## src/rtl/mem_pkg.sv

```systemverilog
// -----------------------------------------------------------------------------
// mem_pkg
// Shared definitions for the data_mem_resp slice: default widths, access-type
// encodings and the FSM state type.
// Configuration macro: MEM_CLEAR_EN adds the StClear state used by the
// post-reset memory sweep; without it the FSM is only StIdle/StAck.
// -----------------------------------------------------------------------------
package mem_pkg;

    localparam int unsigned DEF_WORD_SIZE   = 16;
    localparam int unsigned DEF_MEMORY_ADDR = 16;

    // M_W encoding on the bus
    localparam logic M_READ  = 1'b1;
    localparam logic M_WRITE = 1'b0;

`ifdef MEM_CLEAR_EN
    typedef enum logic [1:0] {StClear, StIdle, StAck} state_e;
`else
    typedef enum logic [0:0] {StIdle, StAck} state_e;
`endif

endpackage

```

## src/rtl/data_mem_resp_if.sv

```systemverilog
// -----------------------------------------------------------------------------
// data_mem_resp_if
// Request/response bus between an initiator and data_mem_resp.
//   MREQ     request valid, held by the initiator until MACK
//   M_W      access type (M_READ / M_WRITE)
//   MADDR    word address
//   MDATAOUT write data from the initiator
//   MDATAIN  read data returned to the initiator
//   MACK     one-cycle completion pulse
//   MERR     out-of-range flag, meaningful only with MACK
//   BUSY     no request can be accepted
// Modports: master (initiator side), slave (memory side).
// -----------------------------------------------------------------------------
interface data_mem_resp_if
    import mem_pkg::*;
#(
    parameter int unsigned WORD_SIZE   = DEF_WORD_SIZE,
    parameter int unsigned MEMORY_ADDR = DEF_MEMORY_ADDR
);

    logic                   MREQ;
    logic                   M_W;
    logic [MEMORY_ADDR-1:0] MADDR;
    logic [WORD_SIZE-1:0]   MDATAOUT;
    logic [WORD_SIZE-1:0]   MDATAIN;
    logic                   MACK;
    logic                   MERR;
    logic                   BUSY;

    modport master (
        output MREQ, M_W, MADDR, MDATAOUT,
        input  MDATAIN, MACK, MERR, BUSY
    );

    modport slave (
        input  MREQ, M_W, MADDR, MDATAOUT,
        output MDATAIN, MACK, MERR, BUSY
    );

endinterface

```

## src/rtl/mem_array.sv

```systemverilog
// -----------------------------------------------------------------------------
// mem_array
// Single-port synchronous RAM: one write or one registered read per cycle.
// Write has priority if both enables are high.
//   i_clk    clock
//   i_we     write enable
//   i_re     read enable (o_rdata updates on the same edge)
//   i_addr   word address
//   i_wdata  write data
//   o_rdata  registered read data, holds between reads
// -----------------------------------------------------------------------------
module mem_array
    import mem_pkg::*;
#(
    parameter int unsigned WORD_SIZE = DEF_WORD_SIZE,
    parameter int unsigned DEPTH     = 256,
    localparam int unsigned AW       = (DEPTH > 1) ? $clog2(DEPTH) : 1
) (
    input  logic                 i_clk,
    input  logic                 i_we,
    input  logic                 i_re,
    input  logic [AW-1:0]        i_addr,
    input  logic [WORD_SIZE-1:0] i_wdata,
    output logic [WORD_SIZE-1:0] o_rdata
);

    logic [WORD_SIZE-1:0] r_mem [DEPTH];
    logic [WORD_SIZE-1:0] r_rdata;

    always_ff @(posedge i_clk) begin
        if (i_we) begin
            r_mem[i_addr] <= i_wdata;
        end else if (i_re) begin
            r_rdata <= r_mem[i_addr];
        end
    end

    assign o_rdata = r_rdata;

endmodule

```

## src/rtl/data_mem_resp.sv

```systemverilog
// -----------------------------------------------------------------------------
// data_mem_resp
// Word memory behind a MREQ/MACK handshake. A request seen in StIdle is
// accepted on that edge; MACK pulses for the following cycle (StAck), during
// which MREQ is ignored. Reads have latency 1; writes commit at acceptance.
// Addresses >= DEPTH set MERR with MACK, read back 0 and never touch memory.
//   DCLK  clock (rising edge)
//   RSTN  asynchronous active-low reset; forces MACK/MERR/MDATAIN to 0
//   bus   data_mem_resp_if.slave (MREQ, M_W, MADDR, MDATAOUT in;
//         MDATAIN, MACK, MERR, BUSY out)
// Configuration macro: MEM_CLEAR_EN -- after reset, sweep zeros into every
// word (BUSY high for DEPTH cycles). Without it reset goes straight to idle
// and memory contents are left as they were.
// -----------------------------------------------------------------------------
module data_mem_resp
    import mem_pkg::*;
#(
    parameter int unsigned WORD_SIZE   = DEF_WORD_SIZE,
    parameter int unsigned MEMORY_ADDR = DEF_MEMORY_ADDR,
    parameter int unsigned DEPTH       = 256
) (
    input logic            DCLK,
    input logic            RSTN,
    data_mem_resp_if.slave bus
);

    localparam int unsigned AW = (DEPTH > 1) ? $clog2(DEPTH) : 1;

    state_e               r_state;
    logic                 r_mack;
    logic                 r_merr;
    logic                 r_busy;
    // Last completed read was out of range (or nothing read since reset)
    logic                 r_rd_zero;

    logic [MEMORY_ADDR:0] w_addr_ext;
    logic                 w_oor;
    logic                 w_accept;
    logic                 w_ram_we;
    logic                 w_ram_re;
    logic [AW-1:0]        w_ram_addr;
    logic [WORD_SIZE-1:0] w_ram_wdata;
    logic [WORD_SIZE-1:0] w_ram_rdata;

    // One extra bit so DEPTH == 2**MEMORY_ADDR still compares correctly
    assign w_addr_ext = {1'b0, bus.MADDR};
    assign w_oor      = w_addr_ext >= (MEMORY_ADDR + 1)'(DEPTH);
    assign w_accept   = (r_state == StIdle) && bus.MREQ;
    assign w_ram_re   = w_accept && (bus.M_W == M_READ) && !w_oor;

`ifdef MEM_CLEAR_EN
    logic [AW-1:0] r_clr_cnt;
    logic          w_clearing;

    assign w_clearing  = (r_state == StClear);
    assign w_ram_we    = w_clearing || (w_accept && (bus.M_W == M_WRITE) && !w_oor);
    assign w_ram_addr  = w_clearing ? r_clr_cnt : bus.MADDR[AW-1:0];
    assign w_ram_wdata = w_clearing ? '0 : bus.MDATAOUT;
`else
    assign w_ram_we    = w_accept && (bus.M_W == M_WRITE) && !w_oor;
    assign w_ram_addr  = bus.MADDR[AW-1:0];
    assign w_ram_wdata = bus.MDATAOUT;
`endif

    always_ff @(posedge DCLK or negedge RSTN) begin
        if (!RSTN) begin
`ifdef MEM_CLEAR_EN
            r_state   <= StClear;
            r_busy    <= 1'b1;
            r_clr_cnt <= '0;
`else
            r_state   <= StIdle;
            r_busy    <= 1'b0;
`endif
            r_mack    <= 1'b0;
            r_merr    <= 1'b0;
            r_rd_zero <= 1'b1;
        end else begin
            unique case (r_state)
`ifdef MEM_CLEAR_EN
                StClear: begin
                    r_clr_cnt <= r_clr_cnt + AW'(1);
                    if (r_clr_cnt == AW'(DEPTH - 1)) begin
                        r_state <= StIdle;
                        r_busy  <= 1'b0;
                    end
                end
`endif
                StIdle: begin
                    if (bus.MREQ) begin
                        r_state <= StAck;
                        r_busy  <= 1'b1;
                        r_mack  <= 1'b1;
                        r_merr  <= w_oor;
                        if (bus.M_W == M_READ) begin
                            r_rd_zero <= w_oor;
                        end
                    end
                end
                StAck: begin
                    r_state <= StIdle;
                    r_busy  <= 1'b0;
                    r_mack  <= 1'b0;
                    r_merr  <= 1'b0;
                end
                default: begin
                    r_state <= StIdle;
                    r_busy  <= 1'b0;
                    r_mack  <= 1'b0;
                    r_merr  <= 1'b0;
                end
            endcase
        end
    end

    mem_array #(
        .WORD_SIZE (WORD_SIZE),
        .DEPTH     (DEPTH)
    ) u_mem_array (
        .i_clk   (DCLK),
        .i_we    (w_ram_we),
        .i_re    (w_ram_re),
        .i_addr  (w_ram_addr),
        .i_wdata (w_ram_wdata),
        .o_rdata (w_ram_rdata)
    );

    // RAM output register holds across writes; the flag supplies the zero
    // for out-of-range reads and for the reset value.
    assign bus.MDATAIN = r_rd_zero ? '0 : w_ram_rdata;
    assign bus.MACK    = r_mack;
    assign bus.MERR    = r_merr;
    assign bus.BUSY    = r_busy;

endmodule
```

## src/flat_wrapper.sv

```systemverilog
// flat-port wrapper written by rule: the top's interface ports become plain ports
module data_mem_resp_flat import mem_pkg::*;
#(
    parameter int unsigned WORD_SIZE   = DEF_WORD_SIZE,
    parameter int unsigned MEMORY_ADDR = DEF_MEMORY_ADDR,
    parameter int unsigned DEPTH       = 256
)
  (DCLK, RSTN, bus_MREQ, bus_M_W, bus_MADDR, bus_MDATAOUT, bus_MDATAIN, bus_MACK, bus_MERR, bus_BUSY);
  data_mem_resp_if #(.WORD_SIZE(WORD_SIZE), .MEMORY_ADDR(MEMORY_ADDR)) bus_i ();
  input logic DCLK;
  input logic RSTN;
  input wire logic [$bits(bus_i.MREQ)-1:0] bus_MREQ;
  input wire logic [$bits(bus_i.M_W)-1:0] bus_M_W;
  input wire logic [$bits(bus_i.MADDR)-1:0] bus_MADDR;
  input wire logic [$bits(bus_i.MDATAOUT)-1:0] bus_MDATAOUT;
  output wire logic [$bits(bus_i.MDATAIN)-1:0] bus_MDATAIN;
  output wire logic [$bits(bus_i.MACK)-1:0] bus_MACK;
  output wire logic [$bits(bus_i.MERR)-1:0] bus_MERR;
  output wire logic [$bits(bus_i.BUSY)-1:0] bus_BUSY;
  assign bus_i.MREQ = bus_MREQ;
  assign bus_i.M_W = bus_M_W;
  assign bus_i.MADDR = bus_MADDR;
  assign bus_i.MDATAOUT = bus_MDATAOUT;
  assign bus_MDATAIN = bus_i.MDATAIN;
  assign bus_MACK = bus_i.MACK;
  assign bus_MERR = bus_i.MERR;
  assign bus_BUSY = bus_i.BUSY;
  data_mem_resp #(.WORD_SIZE(WORD_SIZE), .MEMORY_ADDR(MEMORY_ADDR), .DEPTH(DEPTH)) u_core (.DCLK(DCLK), .RSTN(RSTN), .bus(bus_i));
endmodule
```

## config.mk

```make
export PLATFORM = sky130hd
export DESIGN_NAME = data_mem_resp_flat
export DESIGN_NICKNAME = d
export VERILOG_FILES = /design/src/rtl/mem_pkg.sv /design/src/rtl/data_mem_resp_if.sv /design/src/rtl/mem_array.sv /design/src/rtl/data_mem_resp.sv /design/src/flat_wrapper.sv
export SDC_FILE = /design/constraint.sdc
export NUM_CORES = 2
export LEC_CHECK = 0
export CAP_MARGIN = 20
export CORE_ASPECT_RATIO = 1.75
export CORE_UTILIZATION = 40
export CTS_CLUSTER_DIAMETER = 150
export DETAILED_ROUTE_END_ITERATION = 8
export GPL_TIMING_DRIVEN = 1
export PLACE_DENSITY_LB_ADDON = 0.25
export SLEW_MARGIN = 5
export SYNTH_ARGS = -nofsm -noshare
export SYNTH_HDL_FRONTEND = slang
export SYNTH_HIERARCHICAL = 1
export SYNTH_SLANG_ARGS = --single-unit
```

## constraint.sdc

```tcl
create_clock -name DCLK -period 6.4 [get_ports DCLK]
set_input_delay 1.28 -clock DCLK [delete_from_list [all_inputs] [get_ports DCLK]]
set_output_delay 1.28 -clock DCLK [all_outputs]
set_load 0.05 [all_outputs]
```

# Yosys cells after proc, flatten, opt, wreduce, memory -nomap -nowiden
# Memories as Yosys holds them, arrays and structs flattened. A register that Yosys moved wholly into a read port is not among the register bits.
# Index checks and enable logic that the tools add are counted.
[word_totals] memories=1 regBits=4 ram_bits=4096 rom_bits=0 elab_cells=27 in_bits=36 latchBits=0
[classes] eq_ne=1 mul=0 reduce_logical=8 add_sub_neg=0 order_cmp=1 n_div=0 n_bitwise=3 n_mux=9 shift=0
[mem_list] name="u_core.u_mem_array.r_mem" depth=256 width=16 read_ports=1 rd_clocked_by_memory_dff=1 wr=1 line="mem_array.sv:27" source="logic [WORD_SIZE-1:0] r_mem [DEPTH];"
[ops] cell="$ge 16x9->1 const B" n=1
[ops] cell="$mux 16" n=1
[ops] cell="$pmux 1 s2" n=3
[ops] cell="$logic_and 1x1->1" n=5
[ops] cell="$mux 1" n=5
[ops] cell="$not 1->1" n=3
[ops] cell="$reduce_and 3->1" n=1
[ops] cell="$ne 2x2->1 const B" n=1
[ops] cell="$reduce_and 2->1" n=1
[ops] cell="$logic_not 1->1" n=1

# Logic depth before layout (Yosys ltp)
[depth] depth_word=6 depth_mapped=9 mapped_depth_nobuf=6

# Cells and area by module
# The synthesis kept the hierarchy.
[modules_own_cells] module="mem_array" cells_each=6726 n_inst=1 area_each_um2=155500.4
[modules_own_cells] module="data_mem_resp" cells_each=34 n_inst=1 area_each_um2=304.0

# Worst setup path before layout
# OpenSTA, ideal clock, no wires.
[synth_path] kind="input port to flip-flop" start="in bus_MADDR[10]" end="mem u_core/u_mem_array/r_mem[198][0] (netlist bit), enable pin" cell_stages=5 slack_ns=2.081 n_path_buf=1 setup_ns=0.409 t_arrival_ns=3.910 cell_sequence="or4_4 -> nor4b_2 -> nand3_1 -> clkbuf_1 -> nor3_1"
[synth_via] elab_chain_cells=5
[synth_lines] element="start: declaration" line="flat_wrapper.sv:14" source="input wire logic [$bits(bus_i.MADDR)-1:0] bus_MADDR;"
[synth_lines] element="$ge 16x9->1" line="data_mem_resp.sv:47" source="assign w_oor = w_addr_ext >= (MEMORY_ADDR + 1)'(DEPTH);"
[synth_lines] element="$logic_not 1->1" line="data_mem_resp.sv:60" source="assign w_ram_we = w_accept && (bus.M_W == M_WRITE) && !w_oor;"
[synth_lines] element="$logic_and 1x1->1" line="data_mem_resp.sv:60"
[synth_lines] element="named net u_core.w_ram_we" line="data_mem_resp.sv:39" source="logic w_ram_we;"
[synth_lines] element="$mux 1" line="mem_array.sv:31" source="if (i_we) begin"
[synth_lines] element="$mux 1 (not written as such)" line="mem_array.sv:32" source="r_mem[i_addr] <= i_wdata;"
[synth_lines] element="end: declaration" line="mem_array.sv:27"
# The timed path passes the listed nets, and every way through them passes these cells.

# Worst setup path after layout
[layout_path] start="in bus_MADDR[10]" end="mem u_core/u_mem_array/r_mem[112][11] (netlist bit), enable pin"
# Same word-level chain as after synthesis.

==> impl_metrics.py <==
metrics = {
    "floorplanning": {
        "fp.coreArea_um2": 386900,
        "rows": 302,
        "ioPinCount": 55,
        "die_x_um": 473.8,
        "die-height_um": 827.6,
        "start_util": 0.4027,
        "die_area_um2": 392100,
    },
    "clocking": {
        "cts_setup_buffers": 0,
        "ctsResizeCount": 0,
        "cts_buffer_depth": 4,
        "path_clk_slew_ns": 0.06,
        "cts_hold_buf": 0,
        "cts_sinks": 4116,
        "clockRootBuffer": "clkbuf_16",
        "ctsHtreeMaxLevel": 5,
        "cts_tree": "yes",
        "cts-buffers-inserted": 370,
        "clock_latency_ns": 0.95,
    },
    "worst_hold_path": {
        "hold_path_class": "reg2reg",
    },
    "yosys": {
        "yosys.area.top_type": "edfxtp_1",
        "synth_common_cells": "4112 x edfxtp_1, 1024 x mux4_2, 512 x a22oi_1",
        "synthesis.nets": 6796,
        "ys_warn_count": 6,
        "synth_top_area_frac": 0.7925,
        "synth.most_common_cell": "edfxtp_1",
        "ys.flop_type": "edfxtp_1",
        "seq_area_frac_synth": 0.7932,
        "synth_async_sr_flop_share": 0.0009718,
        "synth_area_um2": 155800,
        "synth_edf_count": 4112,
        "syn_inst": 6760,
        "synthesis.area_per_instance_um2": 23.05,
        "ys_ff_latch": 4116,
        "ys_types": 28,
        "yosys-top-cells-area": "edfxtp_1 79%, mux4_2 15%, a22oi_1 2.5%",
    },
    "finish": {
        "fillers": 32010,
        "final_nets": 7313,
        "syn_to_final_growth_pct": 14.07,
        "drive_gt1_frac": 0.2865,
    },
    "critical_path": {
        "cpMostUsedCell": "buf_4",
        "crit_fanout": 16,
        "cp_cell_sequence": "clkdlybuf4s50_1 > or4_4 > nor4b_4 > buf_4 > nand3_2 > buf_4 > nor2_1 > buf_4",
        "crit_family": "simple AND/OR/NAND/NOR gates",
        "cp-start-kind": "primary input",
        "critPathArrivalTime_ns": 5.25,
        "cp-end-kind": "register",
        "cp_slowest_cell": "nand3_2",
        "worst_ep_required_time_ns": 7.04,
        "max_stage_delay_ns": 0.75,
        "critPathKind": "in2reg",
        "crit_buf_inv": 4,
    },
    "drt": {
        "drtAntennaViolNets": 0,
        "detail_route.wl_per_cell_um": 33.20,
        "via_per_inst": 5.831,
        "vias": 74330,
        "drt-initial-drc-count": 8060,
        "wl_um": 423300,
        "firstDrtPassIters": 5,
        "drc_errors": 0,
    },
    "pwr": {
        "power_leakage_uw": 0.05406,
        "p_per_area_nw_per_um2": 304.2,
        "ir_drop_mv": 0.2412,
        "total_power_uw": 54060,
    },
    "timing": {
        "report.final.slew_viol_count": 0,
        "worst_pin_slew_ns": 1.437,
        "fin_ws_ns": 1.788,
        "hold_violations": 0,
        "rsz0062_at_grt": "no",
        "slew_headroom": 0.04232,
        "min_period_over_period": 0.7207,
        "period_needed_ns": 4.612,
        "fmax_mhz": 216.8,
        "clock_skew_ns": 0.08074,
        "final-setup-viol-count": 0,
        "setup_tns_ns": 0,
    },
    "grt": {
        "grt_pass1_vias": 77280,
        "grt_antenna_before_repair": 17,
        "grt_usage": 0.2150,
        "grt_max_degree": 164,
        "grt-ovfl-total": 0,
        "grt_pass1_wl_um": 596600,
    },
    "place": {
        "place_ws_ns": 0.8800,
        "gp_congestion": 0.8619,
        "hpwl_um": 262100,
        "io_buffers": 54,
    },
    "status": {
        "run_status": "completed",
    },
    "job": {
        "maxCapViolations": 0,
    },
}
-- per-layer routing --
layer | up-vias | track usage | part of all wire
met1 | 40800 | 0.2617 | 0.37
li1 | 30130 | - | -
met3 | 655 | 0.02892 | 0.056
met5 | - | 0 | 0.00017
met2 | 2740 | 0.3773 | 0.52
met4 | 12 | 0.1012 | 0.052
-- metrics by stage --
step,cells,hold slack [ns],utilization,instance area [um2]
floorplan,6760,0.4256,-,155800
global placement,12070,0.4502,0.4291,166000
detailed placement,12070,0.4513,0.4292,166100
CTS,12740,0.4697,0.4592,177700
global route,12740,0.4882,0.4592,177700
finish,12750,0.4676,0.4593,177700
-- worst reg2reg max path, cell delays in order (launching register included) --
cell     delay, ns
dfrtp_1       0.40
nor2b_1       0.27
nor4b_4       0.64
buf_4         0.37
nand3_2       0.76
buf_4         0.49
nor2_1        0.36
buf_4         0.34
-- cells in the final DEF, fill, tap and decap left out, drive strengths merged --
master	instances
dfstp	1
a211oi	1
nor4b	1
clkdlybuf4s50	36
inv	14
and2	3
mux4	1024
nand4	16
clkinvlp	14
nand2b	6
nand2	29
nor3	33
nor2	233
nor2b	25
a31oi	1
nand3	12
a22oi	512
clkinv	161
dfrtp	3
bufinv	32
and3	1
a21oi	257
buf	530
diode	13
or4	2
or2	2
clkbuf	442
edfxtp	4112
o41ai	64
-- where the power goes --
group	switching [uW]	internal [uW]	leakage (uW)	total [uW]
Clock	9810	12000	0.00567	21900
Combinational	1700	852	0.0114	2550
Sequential	1.88	29600	0.0370	29600
-- kinds of logic after synthesis --
kind of cell | synth area share
AO/OA/AOI/OAI | 0.03661
AND/OR/NAND/NOR | 0.01017
flip-flops | 0.7932
buffers and inverters | 0.01202
multiplexers | 0.1480
-- cell type report --
class	instances	area, um2	area share
multi-input cells	2222	30880	0.1737
inverters	1	3.754	0.00002112
flip-flops and latches	4116	123600	0.6954
clock inverters	220	1979	0.01114
repair buffers	566	5150	0.02898
diodes	13	32.53	0.0001830
clock buffers	442	9635	0.05422
well taps	5168	6466	0.03638
-- sequential cells by signal (all words and copies together), names as in the netlist --
name / cells
u_core/u_mem_array/r_mem: 4096
u_core/u_mem_array/o_rdata: 16
u_core/bus.BUSY: 1
u_core/bus.MERR: 1
u_core/r_rd_zero: 1
u_core/r_state: 1
-- path summary, 6_finish.rpt --
| check | from | end | slack [ns] | cells after the start |
|---|---|---|---|---|
| max in group asynchronous | RSTN | u_core/r_rd_zero | 5.57 | 1 |
| hold / removal | u_core/r_state | u_core/bus.BUSY | 0.47 | 1 |
| setup / recovery | bus_MADDR[10] | u_core/u_mem_array/r_mem[112][11] | 1.79 | 8 |
| hold reg to reg | u_core/r_state | u_core/bus.BUSY | 0.47 | 1 |
| setup reg to reg | u_core/r_state | u_core/u_mem_array/r_mem[112][11] | 2.51 | 7 |
| min in group asynchronous | RSTN | u_core/bus.MERR | 0.59 | 1 |
Note: power is estimated with default switching activity, not from simulation.
